File: config.mk
export PLATFORM = sky130hd
export DESIGN_NAME = mem_stage
export DESIGN_NICKNAME = d
export VERILOG_FILES = /design/src/rtl/selen_mem_pkg.sv /design/src/rtl/mem_lsu_align.sv /design/src/rtl/mem_stage.sv
export SDC_FILE = /design/constraint.sdc
export NUM_CORES = 1
export LEC_CHECK = 0
export BUFFER_PORTS_ARGS = -buffer_cell sky130_fd_sc_hd__buf_2
export CORE_ASPECT_RATIO = 0.7
export CORE_MARGIN = 4
export CORE_UTILIZATION = 35
export CTS_BUF_LIST = sky130_fd_sc_hd__clkbuf_16
export CTS_CLUSTER_DIAMETER = 60
export DETAILED_ROUTE_END_ITERATION = 10
export GPL_ROUTABILITY_DRIVEN = 0
export SLEW_MARGIN = 5
export SYNTH_ARGS = -nofsm -noshare
export SYNTH_HDL_FRONTEND = slang
export SYNTH_SLANG_ARGS = --single-unit
File: constraint.sdc
create_clock -name clk -period 5.9 [get_ports clk]
set_clock_uncertainty 0.2 [all_clocks]
set_input_delay 0.885 -clock clk [delete_from_list [all_inputs] [get_ports clk]]
set_output_delay 0.885 -clock clk [all_outputs]
set_load 0.05 [all_outputs]
File: src/rtl/selen_mem_pkg.sv
// Shared types and constants for the memory-access stage.
package selen_mem_pkg;
  typedef enum logic {IDLE = 1'b0, BUSY = 1'b1} memState_t;

  localparam int DATA_W = 32;
  localparam int LANE_W = 8;
  localparam logic [3:0] WORD_BE = 4'b1111;
endpackage

File: src/rtl/mem_lsu_align.sv
// Combinational lane steering: store data replication, byte enables, and
// load-lane extraction with sign extension.
module mem_lsu_align
  import selen_mem_pkg::*;
(
  input  logic              byteAcc,
  input  logic [1:0]        addrLo,
  input  logic [DATA_W-1:0] storeData,
  input  logic [DATA_W-1:0] rdata,
  output logic [DATA_W-1:0] wdata,
  output logic [3:0]        be,
  output logic [DATA_W-1:0] loadData
);

  function automatic logic signed [DATA_W-1:0] sextLane(input logic signed [LANE_W-1:0] b);
    logic signed [DATA_W-1:0] r;
    r = b;
    return r;
  endfunction

  logic [DATA_W-1:0] rdataShifted;
  logic signed [LANE_W-1:0] laneByte;

  always_comb begin
    rdataShifted = rdata >> {addrLo, 3'b000};
    laneByte     = rdataShifted[LANE_W-1:0];
    be           = byteAcc ? (4'b0001 << addrLo) : WORD_BE;
    wdata        = byteAcc ? {4{storeData[LANE_W-1:0]}} : storeData;
    loadData     = byteAcc ? sextLane(laneByte) : rdata;
  end

endmodule

File: src/rtl/mem_stage.sv
// Memory-access stage: req/ack load/store FSM with timeout, upstream stall,
// and MEM/WB registers. Optional misaligned-word check under MEM_MISALIGN_CHK_EN.
module mem_stage
  import selen_mem_pkg::*;
#(
  parameter int TIMEOUT_CYC = 16,
  parameter int TMO_W       = 5
) (
  input  logic        clk,
  input  logic        rst,
  input  logic [31:0] resultM,
  input  logic [31:0] srcbM,
  input  logic [31:0] addrM,
  input  logic [4:0]  rdM,
  input  logic        be_memM,
  input  logic        we_memM,
  input  logic        mux10M,
  input  logic        we_regM,
  output logic        dmem_req,
  output logic        dmem_we,
  output logic [31:0] dmem_addr,
  output logic [31:0] dmem_wdata,
  output logic [3:0]  dmem_be,
  input  logic        dmem_ack,
  input  logic [31:0] dmem_rdata,
  output logic        stallM,
  output logic [31:0] resultW,
  output logic [4:0]  rdW,
  output logic        we_regW,
  output logic        bus_err
`ifdef MEM_MISALIGN_CHK_EN
  ,
  output logic        misalign
`endif
);

  memState_t         state, stateNxt;
  logic [TMO_W-1:0]  tmoCnt;
  logic              memOp, isLoad, misalignHit, startOp, tmoHit;
  logic [DATA_W-1:0] alignWdata, loadData;
  logic [3:0]        alignBe;

  mem_lsu_align uAlign (
    .byteAcc   (be_memM),
    .addrLo    (addrM[1:0]),
    .storeData (srcbM),
    .rdata     (dmem_rdata),
    .wdata     (alignWdata),
    .be        (alignBe),
    .loadData  (loadData)
  );

  // A store wins when both store and load flags are raised.
  assign memOp  = we_memM | mux10M;
  assign isLoad = mux10M & ~we_memM;

`ifdef MEM_MISALIGN_CHK_EN
  assign misalignHit = memOp & ~be_memM & (addrM[1:0] != 2'b00);
  assign misalign    = (state == IDLE) & misalignHit;
`else
  assign misalignHit = 1'b0;
`endif

  assign startOp = (state == IDLE) & memOp & ~misalignHit;
  assign tmoHit  = (state == BUSY) & ~dmem_ack & (tmoCnt == TMO_W'(TIMEOUT_CYC - 1));

  always_ff @(posedge clk or posedge rst) begin
    if (rst) state <= IDLE;
    else     state <= stateNxt;
  end

  always_comb begin
    stateNxt = state;
    stallM   = 1'b0;
    case (state)
      IDLE: begin
        if (startOp) begin
          stateNxt = BUSY;
          stallM   = 1'b1;
        end
      end
      BUSY: begin
        if (dmem_ack || tmoHit) stateNxt = IDLE;
        else                    stallM   = 1'b1;
      end
      default: stateNxt = IDLE;
    endcase
  end

  // Bus request, timeout counter and MEM/WB boundary
  always_ff @(posedge clk or posedge rst) begin
    if (rst) begin
      tmoCnt     <= '0;
      dmem_req   <= 1'b0;
      dmem_we    <= 1'b0;
      dmem_addr  <= '0;
      dmem_wdata <= '0;
      dmem_be    <= '0;
      resultW    <= '0;
      rdW        <= '0;
      we_regW    <= 1'b0;
      bus_err    <= 1'b0;
    end else begin
      bus_err <= tmoHit;
      case (state)
        IDLE: begin
          tmoCnt <= '0;
          if (startOp) begin
            dmem_req   <= 1'b1;
            dmem_we    <= we_memM;
            dmem_addr  <= {addrM[31:2], 2'b00};
            dmem_wdata <= alignWdata;
            dmem_be    <= alignBe;
            we_regW    <= 1'b0;
          end else if (misalignHit) begin
            we_regW <= 1'b0;
          end else begin
            resultW <= resultM;
            rdW     <= rdM;
            we_regW <= we_regM;
          end
        end
        BUSY: begin
          tmoCnt <= tmoCnt + 1'b1;
          if (dmem_ack) begin
            dmem_req <= 1'b0;
            rdW      <= rdM;
            we_regW  <= isLoad & we_regM;
            if (isLoad) resultW <= loadData;
          end else if (tmoHit) begin
            dmem_req <= 1'b0;
            we_regW  <= 1'b0;
          end
        end
        default: ;
      endcase
    end
  end

endmodule

==> flow_metrics.env <==
export IMPL_post_drt_via_cell_ratio=4.888
export IMPL_cts_hold_repair_buffers=0
export IMPL_post_cts_resized=0
export IMPL_slew_headroom_pct=29.26
export IMPL_wl_met2_um=7740
export IMPL_layout_cells_most_common="sky130_fd_sc_hd__buf_2"
export IMPL_yosysUniqueCellTypes=36
export IMPL_routedWlPerCell_um=16.87
export IMPL_final_layout_size_suffix_gt1_share_pct=42.10
export IMPL_via_count_of_the_first_global_routing_pass=4911
export IMPL_tritoncts_buffer_count=17
export IMPL_tightestPinTransition_ns=1.059
export IMPL_report_final_setup_viol=0
export IMPL_mostFrequentLayoutCells="sky130_fd_sc_hd__buf_2, sky130_fd_sc_hd__nand2_1, sky130_fd_sc_hd__dfrtp_1, sky130_fd_sc_hd__a21oi_1, sky130_fd_sc_hd__mux2i_1"
export IMPL_clkSinkCount=113
export IMPL_critical_path_startpoint_type="register"
export IMPL_synth_area_leaders="sky130_fd_sc_hd__dfrtp_1, sky130_fd_sc_hd__nand2_1, sky130_fd_sc_hd__mux2i_1, sky130_fd_sc_hd__o31ai_2, sky130_fd_sc_hd__a21oi_1"
export IMPL_rsz_0062_raised_after_global_routing="no"
export IMPL_r2r_start="state$_DFF_PP0_"
export IMPL_htreeDepth=4
export IMPL_dieArea_um2=17290
export IMPL_drv_max_cap_violation_count=0
export IMPL_power_static_leakage_uw=0.003774
export IMPL_synth_largest_area_cell="sky130_fd_sc_hd__dfrtp_1"
export IMPL_crit_path_max_fanout=17
export IMPL_tritoncts="yes"
export IMPL_highest_signal_layer="met4"
export IMPL_grt_ovfl_total=0
export IMPL_fin_crit_ns=3.439
export IMPL_worst_r2r_endpoint="dmem_wdata[17]$_DFFE_PP0P_"
export IMPL_start_util_pct=35.96
export IMPL_synth_cell_area_um2=5328
export IMPL_reg2regPathDepth=4
export IMPL_clkTransAtPathRegs_ns=0.05
export IMPL_power_per_cell_area_nw_per_um2=570.2
export IMPL_drtAntennaViolNets=0
export IMPL_drt_pre_antenna_iters=4
export IMPL_synthesis_instances=548
export IMPL_clock_insertion_delay_worst_skew_ns=0.40
export IMPL_total_power_uw=4140
export IMPL_final_min_period_over_clock_period_pct=58.29
export IMPL_seq_area_frac_synth_pct=53.08
export IMPL_ios=250
export IMPL_grt_start_max_net_pins=88
export IMPL_hold_path_origin="tmoCnt[0]$_DFF_PP0_"
export IMPL_postSynthAreaPerCell_um2=9.722
export IMPL_setup_tns_ns=0
export IMPL_min_path_type="register to register"
export IMPL_first_pass_grt_wire_length_um=26190
export IMPL_grt_usage_pct=19.23
export IMPL_dp_hpwl_um=12440
export IMPL_worst_r2r_setup_slack_ns=2.99
export IMPL_initial_antenna_violation_count=0
export IMPL_drtIter0Drc=309
export IMPL_hold_viol=0
export IMPL_crit_start="state$_DFF_PP0_"
export IMPL_ys_seq_elements=113
export IMPL_final_nets=920
export IMPL_rows=37
export IMPL_synth_largest_type_area_fraction_pct=53.08
export IMPL_ir_drop_v=0.0002468
export IMPL_max_clock_freq_ghz=0.2908
export IMPL_route_vias_total=4820
export IMPL_crit_path_required_time_ns=4.82
export IMPL_area_delta_synth_final_pct=36.28
export IMPL_clock_tree_root_cell="sky130_fd_sc_hd__clkbuf_16"
export IMPL_min_delay_path_depth=1
export IMPL_endpoint_kind="output pin"
export IMPL_timing_worst_setup_path_type="register to output pin"
export IMPL_final_fill_count=1487
export IMPL_slew_viol_final=0
export IMPL_yosys_warning_count=0
export IMPL_die_height_um=111.2
export IMPL_timing_critical_path_arrival_ns=2.35
export IMPL_drt_drc_violations_left=0
export IMPL_fp_dieW_um=155.5
export IMPL_routedLengthMet1_um=7407
export IMPL_cts_setup_buffers=0
export IMPL_drt_wl_total_um=16630
export IMPL_status="finished, final reports clean"
export IMPL_antenna_diode_count=0
export IMPL_clock_path_buffers=2
export IMPL_whs_endpoint="tmoCnt[0]$_DFF_PP0_"
export IMPL_core_area_um2=14810
export IMPL_wl_met3_um=1188
export IMPL_place_port_buffers=247
through the flow:
stage | instances | utilization (%) | hold WS (ns) | cell area, um2 | setup slack (ns)
finish | 986 | 49.01 | 0.2495 | 7261 | 2.461
global route | 986 | 49.01 | 0.2816 | 7261 | 2.234
CTS | 986 | 49.01 | 0.2533 | 7261 | 2.427
detailed placement | 954 | 44.85 | 0.2452 | 6644 | 2.494
global placement | 954 | 44.85 | 0.2428 | 6644 | 2.632
floorplan | 549 | - | 0.2248 | 5331 | 1.828
layer usage:
| metal | global-route usage (%) | vias to the layer above |
|---|---|---|
| met3 | 4.955 | 26 |
| met5 | 0 | - |
| li1 | - | 2329 |
| met2 | 29.51 | 174 |
| met1 | 26.38 | 2291 |
| met4 | 6.706 | 0 |
synthesized netlist by cell type (all sizes together):
| library cell | count |
|---|---|
| nand2 | 178 |
| dfrtp | 113 |
| a21oi | 58 |
| mux2i | 33 |
| o31ai | 32 |
| buf | 28 |
| o21ai | 27 |
| nor2 | 18 |
| clkbuf | 15 |
| a211oi | 14 |
| mux2 | 5 |
| inv | 4 |
| a31oi | 3 |
| nand2b | 3 |
| and3 | 2 |
| ha | 2 |
| nand3 | 2 |
| a22o | 1 |
| and2 | 1 |
| clkinv | 1 |
| conb | 1 |
| nor3 | 1 |
| nor3b | 1 |
| o21bai | 1 |
| o221ai | 1 |
| o22a | 1 |
| xnor2 | 1 |
| xor2 | 1 |
worst max path at each step:
stage               slack (ns)                endpoint
global route              2.23                  stallM
finish                    2.46                  stallM
floorplan                 1.83       bus_err$_DFF_PP0_
detailed placement        2.49  resultW[1]$_DFFE_PP0P_
CTS                       2.43                  stallM
global placement          2.63  resultW[0]$_DFFE_PP0P_
logic make-up after synthesis:
family          synth area share [%]
simple gates                   15.03
fa+ha+maj                     0.4696
flops                          53.08
xor+xnor                      0.3289
other cells                  0.07039
buf+inv                        4.697
compound gates                 19.07
mux                            7.257
area by class of cell:
class                   instances  area [um2]  share of cell area, %
inverters                       5       21.27                 0.2930
multi-input cells             388        2270                  31.26
well taps                     195       244.0                  3.360
repair buffers                253        1281                  17.65
flip-flops and latches        113        2828                  38.95
clock buffers                  17       425.4                  5.859
clock inverters                15       191.4                  2.637
power by group:
group          switching, uW  internal [uW]  leakage, uW
clock network            363            702     0.000294
registers                161           1050      0.00139
logic                   1450            415      0.00209
total                   1970           2170      0.00377
state kept, by name, summed over array words and instances, names as in the netlist:
register	count
bus_err	1
dmem_addr	30
dmem_be	4
dmem_req	1
dmem_wdata	32
dmem_we	1
rdW	5
resultW	32
state	1
tmoCnt	5
we_regW	1
critical path: stages, from the launching register on:
cell and delay [ns]:
sky130_fd_sc_hd__dfrtp_1 0.78, sky130_fd_sc_hd__clkinv_1 0.66, sky130_fd_sc_hd__o21ai_4 0.19, sky130_fd_sc_hd__nand2_1 0.09, sky130_fd_sc_hd__buf_2 0.22
(Power assumes the default switching activity.)
